[src/rtl/instr_fetch_unit.sv]
// rtl/instr_fetch_unit.sv - Instruction fetch stage: fetch PC, in-order imem requests, prefetch queue.
module instr_fetch_unit #(
  parameter logic [31:0] RESET_PC = 32'h0000_0000,
  parameter int          QDEPTH   = 4
) (
  input  logic        clk,
  input  logic        reset,
  output logic        imem_req,
  output logic [31:0] imem_addr,
  input  logic        imem_ready,
  input  logic        imem_rvalid,
  input  logic [31:0] imem_rdata,
  input  logic        redirect_valid,
  input  logic [31:0] redirect_pc,
  input  logic        stall,
  output logic        fetch_valid,
  output logic [31:0] fetch_instr,
  output logic [31:0] fetch_pc_plus4
);

  localparam int AW = $clog2(QDEPTH);
  localparam int CW = AW + 1;

  logic [31:0]   fetch_pc;
  logic [31:0]   q_instr [QDEPTH];
  logic [31:0]   q_pc4   [QDEPTH];
  logic [AW-1:0] q_head, q_tail;
  logic [CW-1:0] q_count;

  // Addresses of accepted requests, in issue order, awaiting their response.
  logic [31:0]   a_mem [QDEPTH];
  logic [AW-1:0] a_head, a_tail;
  logic [CW-1:0] outstanding, discard;

  logic          accept, resp, push, pop;
  logic [31:0]   resp_addr;
  logic [CW:0]   credit;
  logic          unused_lsbs;

  assign unused_lsbs = ^redirect_pc[1:0];

  // Queued words plus in-flight requests never exceed QDEPTH, so a response always has a slot.
  assign credit    = {1'b0, q_count} + {1'b0, outstanding};
  assign imem_req  = reset && !redirect_valid && (credit < (CW+1)'(QDEPTH));
  assign imem_addr = fetch_pc;
  assign accept    = imem_req && imem_ready;
  assign resp      = imem_rvalid && (outstanding != '0);
  assign resp_addr = a_mem[a_head];
  assign push      = resp && (discard == '0) && !redirect_valid;
  assign pop       = fetch_valid && !stall && !redirect_valid;

  assign fetch_valid    = (q_count != '0);
  assign fetch_instr    = fetch_valid ? q_instr[q_head] : 32'h0;
  assign fetch_pc_plus4 = fetch_valid ? q_pc4[q_head]   : 32'h0;

  always_ff @(posedge clk or negedge reset) begin
    if (!reset) begin
      fetch_pc    <= RESET_PC;
      q_head      <= '0;
      q_tail      <= '0;
      q_count     <= '0;
      a_head      <= '0;
      a_tail      <= '0;
      outstanding <= '0;
      discard     <= '0;
    end else begin
      if (accept) a_tail <= a_tail + AW'(1);
      if (resp)   a_head <= a_head + AW'(1);
      outstanding <= outstanding + CW'(accept) - CW'(resp);
      if (redirect_valid) begin
        // Everything still in flight belongs to the abandoned path.
        fetch_pc <= {redirect_pc[31:2], 2'b00};
        discard  <= outstanding - CW'(resp);
        q_head   <= '0;
        q_tail   <= '0;
        q_count  <= '0;
      end else begin
        if (accept) fetch_pc <= fetch_pc + 32'd4;
        if (resp && (discard != '0)) discard <= discard - CW'(1);
        if (push) q_tail <= q_tail + AW'(1);
        if (pop)  q_head <= q_head + AW'(1);
        q_count <= q_count + CW'(push) - CW'(pop);
      end
    end
  end

  always_ff @(posedge clk) begin
    if (accept) a_mem[a_tail] <= fetch_pc;
    if (push) begin
      q_instr[q_tail] <= imem_rdata;
      q_pc4[q_tail]   <= resp_addr + 32'd4;
    end
  end

  a_rvalid_tracked: assert property (@(posedge clk) disable iff (!reset)
    imem_rvalid |-> (outstanding != '0));

endmodule
[config.mk]
export PLATFORM = sky130hd
export DESIGN_NAME = instr_fetch_unit
export DESIGN_NICKNAME = d
export VERILOG_FILES = /design/src/rtl/instr_fetch_unit.sv
export SDC_FILE = /design/constraint.sdc
export NUM_CORES = 1
export LEC_CHECK = 0
export BUFFER_PORTS_ARGS = -buffer_cell sky130_fd_sc_hd__clkbuf_2
export CAP_MARGIN = 25
export CORE_MARGIN = 1
export CORE_UTILIZATION = 53
export CTS_CLUSTER_DIAMETER = 150
export DETAILED_ROUTE_END_ITERATION = 8
export PLACE_DENSITY = 0.81
export SLEW_MARGIN = 10
export SYNTH_ARGS = -nofsm -noshare
export SYNTH_HDL_FRONTEND = slang
export SYNTH_SLANG_ARGS = --single-unit
[constraint.sdc]
create_clock -name clk -period 3.3 [get_ports clk]
set_clock_uncertainty 0.05 [all_clocks]
set_input_delay 0.165 -clock clk [delete_from_list [all_inputs] [get_ports clk]]
set_output_delay 0.165 -clock clk [all_outputs]
set_load 0.05 [all_outputs]
==> results of run 1 <==
[per-stage QoR]
step,total power [mW],hold WS [ns],std cells
after floorplan,10.1,-0.181,947
after global placement,11.1,0.291,1491
after detailed placement,11.2,0.294,1491
after CTS,15.8,0.187,1631
after global routing,16.3,0.216,1631
final,15.7,0.195,1631
[what timing repair did]
| action | 4_1_cts | 5_1_grt |
|---|---|---|
| endpoints found under the hold margin | 207 | 0 |
| setup buffers | 0 | 0 |
| hold buffers | 65 | 0 |
[cell usage in the layout, fill, tap and decap left out, types with 10 or more instances in the layout]
master,instances
and3_1,10
buf_4,17
clkbuf_1,10
clkbuf_16,45
clkbuf_2,161
dfrtp_1,44
dlygate4sd3_1,65
edfxtp_1,368
ha_1,20
inv_1,22
mux4_2,91
nand2_1,49
nand3_1,17
nand4_1,10
nor2_1,30
nor2b_1,66
o21ai_0,24
xnor2_1,31
xor2_1,18
[tightest hold or removal path: stages]
cell      delay (ns)
clkbuf_2        0.08
nor4b_4         0.13
buf_4           0.15
nand2_1         0.06
a31o_2          0.09
nand3_1         0.05
[registers in the layout (all words and copies together), names as in the netlist]
register and flops:
q_instr 128, a_mem 120, q_pc4 120, imem_addr 30, discard 3, outstanding 3, q_count 3, a_head 2
a_tail 2, q_head 2, q_tail 2
[layout make-up]
cell class | count | area share, %
clock buffers | 60 | 6.01
well taps | 402 | 2.45
repair buffers | 252 | 8.60
flip-flops and latches | 415 | 59.7
multi-input cells | 464 | 22.2
inverters | 23 | 0.421
clock inverters | 15 | 0.622
[power by group through the flow]
stage               sequential (mW)  clock (mW)  combinational [mW]
floorplan                      6.72           0                3.37
detailed placement             6.76           0                4.39
CTS                            6.66        4.68                4.47
global placement               6.74           0                4.31
finish                         6.65        4.59                4.42
global route                   6.70        4.89                4.75
[cells by family (layout without fill, tap and decap cells)]
family	count (synthesis)	in the layout
buffers and inverters	68	350
DFF	415	415
xor gates and xnor gates	49	49
adders and majority gates	22	22
and+or+nand+nor	231	231
other	1	4
AOI/OAI and AO/OA	63	63
muxes	95	95
[worst max path at each step]
| stage | end | from | cells after the start | slack (ns) |
|---|---|---|---|---|
| final | q_count[2]$_DFF_PN0_ | outstanding[1]$_DFF_PN0_ | 12 | 0.44 |
| after floorplan | q_instr[0][0]$_DFFE_PP_ | outstanding[2]$_DFF_PN0_ | 5 | 0.22 |
| after detailed placement | q_count[2]$_DFF_PN0_ | outstanding[1]$_DFF_PN0_ | 12 | 0.44 |
| after global routing | q_count[2]$_DFF_PN0_ | outstanding[1]$_DFF_PN0_ | 12 | 0.22 |
| after global placement | q_count[2]$_DFF_PN0_ | outstanding[1]$_DFF_PN0_ | 12 | 0.49 |
| after CTS | q_count[2]$_DFF_PN0_ | outstanding[1]$_DFF_PN0_ | 12 | 0.42 |
[routing by layer]
| layer | share of wire, % | GRT usage (%) |
|---|---|---|
| met3 | 6.6 | 3.67 |
| met1 | 41 | 26.7 |
| met5 | 0 | 0 |
| met4 | 2.2 | 6.37 |
| met2 | 50 | 35.0 |
==> impl_metrics.csv, run 1 <==
group,metric,value,unit
global_routing,grt_first_pass_wirelength,52.1,mm
route,antenna_left,0,
route,drt_iter0_markers,747,
timing,rsz0062_at_grt,"no",
synthesis,yosysTopAreaCell,"edfxtp_1",
timing,fin_crit_sh,86.8,%
synthesis,synthXorXnorAreaFrac,2.51,%
route,avgViaCountPerCell,5.74,
synthesis,avgSynthCellArea,18.1,um^2
cts,clock_latency,0.52,ns
setup_path,critPathRequiredTime,3.63,ns
finish,multi_input_area,4560,um^2
setup_path,crit_fanout,6,
synthesis,synth.area.mux_share,12.3,%
finish,final_nets,1291,
setup_path,cp.arrival,3.20,ns
cts,htree_levels,2,
die,core_region_area,31600,um^2
placed_design,dp_hpwl,19.6,mm
setup_path,reg2regPathDepth,12,
finish,antenna_cells,0,
placed_design,port_buffers,161,
cts,clock-sinks,415,
power,cellLeakagePower,7.19,nW
flow_run,maxCapViolCount,0,
synthesis,yosysSeqAreaShare,71.5,%
setup_path,crit_family,"adder cells",
synthesis,synthCells,944,
synthesis,ys_ff_latch,415,
timing,fin_crit,2.86,ns
global_routing,first_global_vias,9780,
power,netSwitchingPower,5.03,mW
cts,cts_tree,"done",
power,p_clk_share,29.3,%
status,status,"finished, final reports clean",
setup_path,path_common_cell,"inv_1",
route,drc,0,
setup_path,r2r_start,"outstanding[1]$_DFF_PN0_",
setup_path,path_class,"register to register",
route,first_pass_iters,5,
die,dieHeight,182,um
timing,max_freq,349,MHz
power,seqPwrFrac,42.5,%
finish,nFillCells,2074,
placed_design,dpl_cell_area,18500,um^2
finish,layout-drive-gt1-share,29.3,%
synthesis,yosys-top-cells-count,"368 x edfxtp_1, 91 x mux4_2, 66 x nor2b_1",
setup_path,cp_slowest_cell,"o31ai_1",
setup_path,r2r_end,"q_count[2]$_DFF_PN0_",
placed_design,post-place-ws,0.442,ns
synthesis,synth_top_flop_cell,"edfxtp_1",
finish,regArea,12200,um^2
synthesis,synth_edf_count,368,
synthesis,synth_cell_types,56,
power,ir_drop,0.419,mV
die,start_util,54.1,%
power,p_comb_share,28.2,%
die,io_pins,168,
cts,cts_resized,0,
power,internal_power,10.6,mW
timing,slew_violations,0,
synthesis,synth_most_common_cell,"edfxtp_1",
synthesis,async_flop_share,11.3,%
finish,utilization,64.8,%
setup_path,crit_chain,"o31ai_1 -> inv_1 -> and3_1 -> nor2b_1 -> inv_1 -> ha_1 -> inv_1 -> ha_1 -> inv_1 -> fa_1 -> xnor2_1 -> nor2_1",
synthesis,syn_area,17100,um^2
route,wl_per_cell,20.3,um
route,via_count,9366,
global_routing,grt_max_degree,65,
synthesis,synth_compound_area_share,2.40,%
setup_path,worst-path-buf-inv,4,
setup_path,endpoint_kind,"register",
setup_path,cp-start-kind,"register",
cts,cts.root.buffer_cell,"clkbuf_16",
placed_design,routabilityCongestion,0.838,
hold_path,hold_path_depth,6,
die,fp.dieArea,33000,um^2
timing,worst_pin_slew,0.758,ns
synthesis,synth_top_cell_area_share,64.6,%
hold_path,holdCritPathClass,"input port to register",
finish,area_growth,19.8,%
timing,max-slew-margin-rel,49.5,%
synthesis,ys_top_cells_by_area,"edfxtp_1 65%, mux4_2 12%, dfrtp_1 6.9%",
timing,setup_slack,0.436,ns
timing,setup_viol,0,
hold_path,min_from,"imem_ready",
synthesis,synthAdderAreaFrac,1.70,%
route,wirelength,33.1,mm
cts,path_clk_slew,0.06,ns
synthesis,synth_top_family_by_area,"multiplexers",
setup_path,rrSetupSlack,0.44,ns
power,powerDensity,764,nW/um^2
setup_path,critPathMaxStageDelay,0.45,ns
timing,hold_viol,0,
die,fp.dieW,182,um
hold_path,hold_end,"imem_addr[31]$_DFFE_PN0P_",
timing,fin_tns_setup,0,ns
cts,cts_max_path_buffers,3,
global_routing,overflow,0,
global_routing,track_usage,20.4,%
synthesis,synthSimpleGateAreaFrac,7.58,%
finish,final_area,20500,um^2
die,rows,65,
power,netSwitchingFraction,32.1,%
synthesis,yosys_warnings,0,
cts,numCtsBuffers,43,
global_routing,antenna_found_initial,0,
(Power assumes the default switching activity.)
==> run 2: changes to the inputs <==
ABC_AREA = 1   (was default)
CORE_UTILIZATION = 54   (was 53)
==> impl_metrics.csv, run 2 <==
group,metric,value,unit
status,status,"finished, final reports clean",
global_routing,grt_first_pass_wirelength,70.3,mm
synthesis,yosysTopAreaCell,"edfxtp_1",
cts,postCtsSetupBuffers,0,
synthesis,yosys_warnings,0,
finish,reg_top3,"q_instr (128), a_mem (120), q_pc4 (120)",
synthesis,synth_top_flop_cell,"edfxtp_1",
timing,max-slew-margin-rel,44.4,%
power,powerDensity,857,nW/um^2
route,via_count,13900,
route,wirelength,44.4,mm
power,internal_power,10.8,mW
finish,final_common_cell,"nand2_1",
global_routing,first_global_vias,13800,
finish,layout-drive-gt1-share,13.5,%
power,netSwitchingFraction,42.8,%
setup_path,critPathRequiredTime,3.08,ns
finish,antenna_cells,0,
synthesis,synth_top_cell_area_share,59.0,%
hold_path,holdCritPathClass,"input port to register",
placed_design,dpl_cell_area,20100,um^2
power,ir_drop,0.555,mV
timing,max_freq,356,MHz
route,antenna_left,0,
power,p_clk_share,23.9,%
route,top_layer,"met4",
die,fp.dieW,188,um
synthesis,synth_cell_types,37,
finish,top_register,"q_instr",
route,drt_iter0_markers,1201,
timing,fin_crit,2.81,ns
setup_path,path_class,"register to primary output",
route,dr_wl_met3,2.78,mm
cts,hold_buffers,65,
synthesis,syn_area,18700,um^2
setup_path,crit_fanout,63,
synthesis,avgSynthCellArea,10.1,um^2
power,netSwitchingPower,8.08,mW
finish,final_area,22000,um^2
route,wl_met1,18.0,mm
die,start_util,55.3,%
timing,slew_violations,0,
timing,setup_slack,0.491,ns
global_routing,antenna_found_initial,0,
setup_path,cp.arrival,2.59,ns
setup_path,rrSetupSlack,0.56,ns
finish,area_growth,17.6,%
placed_design,dp_hpwl,26.6,mm
route,dr_wl_met2,22.6,mm
power,p_comb_share,40.1,%
power,cellLeakagePower,8.75,nW
timing,setup_viol,0,
placed_design,routabilityCongestion,0.896,
synthesis,synth_edf_count,368,
cts,cts_resized,0,
global_routing,track_usage,25.1,%
timing,hold_viol,0,
cts,clock_latency,0.54,ns
placed_design,port_buffers,161,
die,fp.dieArea,35500,um^2
route,drc,0,
finish,largest_register_ffs,128,
flow_run,maxCapViolCount,0,
synthesis,synthCells,1856,
synthesis,ys_top_cells_by_area,"edfxtp_1 59%, nand2_1 9.1%, nor2_1 6.9%",
setup_path,endpoint_kind,"primary output",
die,io_pins,168,
global_routing,overflow,0,
finish,final_nets,2163,
route,avgViaCountPerCell,5.43,
power,seqPwrFrac,36.1,%
finish,final_cell_mix,"455 x nand2_1, 368 x edfxtp_1, 337 x nor2_1, 161 x clkbuf_2, 147 x o21ai_0",
cts,clock-sinks,415,
synthesis,ys_ff_latch,415,
cts,numCtsBuffers,42,
cts,path_clk_slew,0.06,ns
die,rows,67,
cts,htree_levels,2,
cts,cts_tree,"done",
route,first_pass_iters,7,
die,core_region_area,33900,um^2
route,wl_per_cell,17.4,um
synthesis,async_flop_share,11.3,%
placed_design,post-place-ws,0.602,ns
timing,worst_pin_slew,0.835,ns
timing,fin_crit_sh,85.1,%
cts,cts.root.buffer_cell,"clkbuf_16",
cts,cts_max_path_buffers,3,
setup_path,cp-start-kind,"register",
synthesis,yosys-top-cells-count,"455 x nand2_1, 368 x edfxtp_1, 346 x nor2_1",
timing,rsz0062_at_grt,"no",
synthesis,yosysSeqAreaShare,65.2,%
synthesis,synth_most_common_cell,"nand2_1",
die,dieHeight,188,um
global_routing,grt_max_degree,126,
run 2: layout make-up:
type / instances / area (um^2)
clock buffers: 48 / 1070
clock inverters: 27 / 230
fillers: 2468 / 11800
inverters: 105 / 397
multi-input cells: 1253 / 5760
flip-flops and latches: 415 / 12200
well taps: 448 / 561
repair buffers: 254 / 1790
run 2: cells by family after synthesis:
group / synth area share, %
and+or+nand+nor: 20.5
DFF: 65.2
AOI/OAI and AO/OA: 6.42
buffers and inverters: 4.44
xor gates and xnor gates: 1.87
adders and majority gates: 1.55
other: 0.0200
run 2: per-stage QoR:
stage	power [mW]	util [%]	cells	TNS [ns]	hold WS (ns)
floorplan	12.4	-	1859	-184.58	-0.181
global placement	14.1	59.3	2410	0	0.293
detailed placement	14.3	59.3	2410	0	0.293
CTS	18.9	65.1	2550	0	0.0981
global route	19.9	65.1	2550	0	0.125
finish	18.9	65.1	2550	0	0.113
run 2: critical path, stage by stage, from the launching register on:
cell and delay (ns):
dfrtp_1 0.42, or2_2 0.36, nor2_4 0.12, buf_4 0.66
a21oi_1 0.16, clkbuf_2 0.29
run 2: final timing paths:
path / cells past startpoint / startpoint / to
hold reg to reg: 1 / q_tail[0]$_DFFE_PN0P_ / q_tail[0]$_DFFE_PN0P_
hold / removal: 4 / imem_rvalid / a_head[0]$_DFFE_PN0P_
max in group asynchronous: 3 / reset / q_head[0]$_DFFE_PN0P_
setup reg to reg: 14 / a_head[0]$_DFFE_PN0P_ / q_pc4[2][28]$_DFFE_PP_
setup / recovery: 5 / q_count[1]$_DFF_PN0_ / fetch_pc_plus4[12]
min in group asynchronous: 3 / reset / outstanding[0]$_DFF_PN0_
run 2: per-layer routing:
layer | vias to the layer above | global-route usage (%)
met4 | 0 | 7.72
met3 | 83 | 3.04
met2 | 548 | 44.5
met1 | 6556 | 32.1
met5 | - | 0
li1 | 6664 | -
run 2: power groups by stage:
stage          Sequential [mW]  Clock, mW  Combinational (mW)
2_1_floorplan             7.01          0                5.38
3_3_place_gp              6.89          0                7.20
3_5_place_dp              6.92          0                7.41
4_1_cts                   6.81       4.54                7.51
5_1_grt                   6.86       4.75                8.24
6_report                  6.82       4.51                7.57
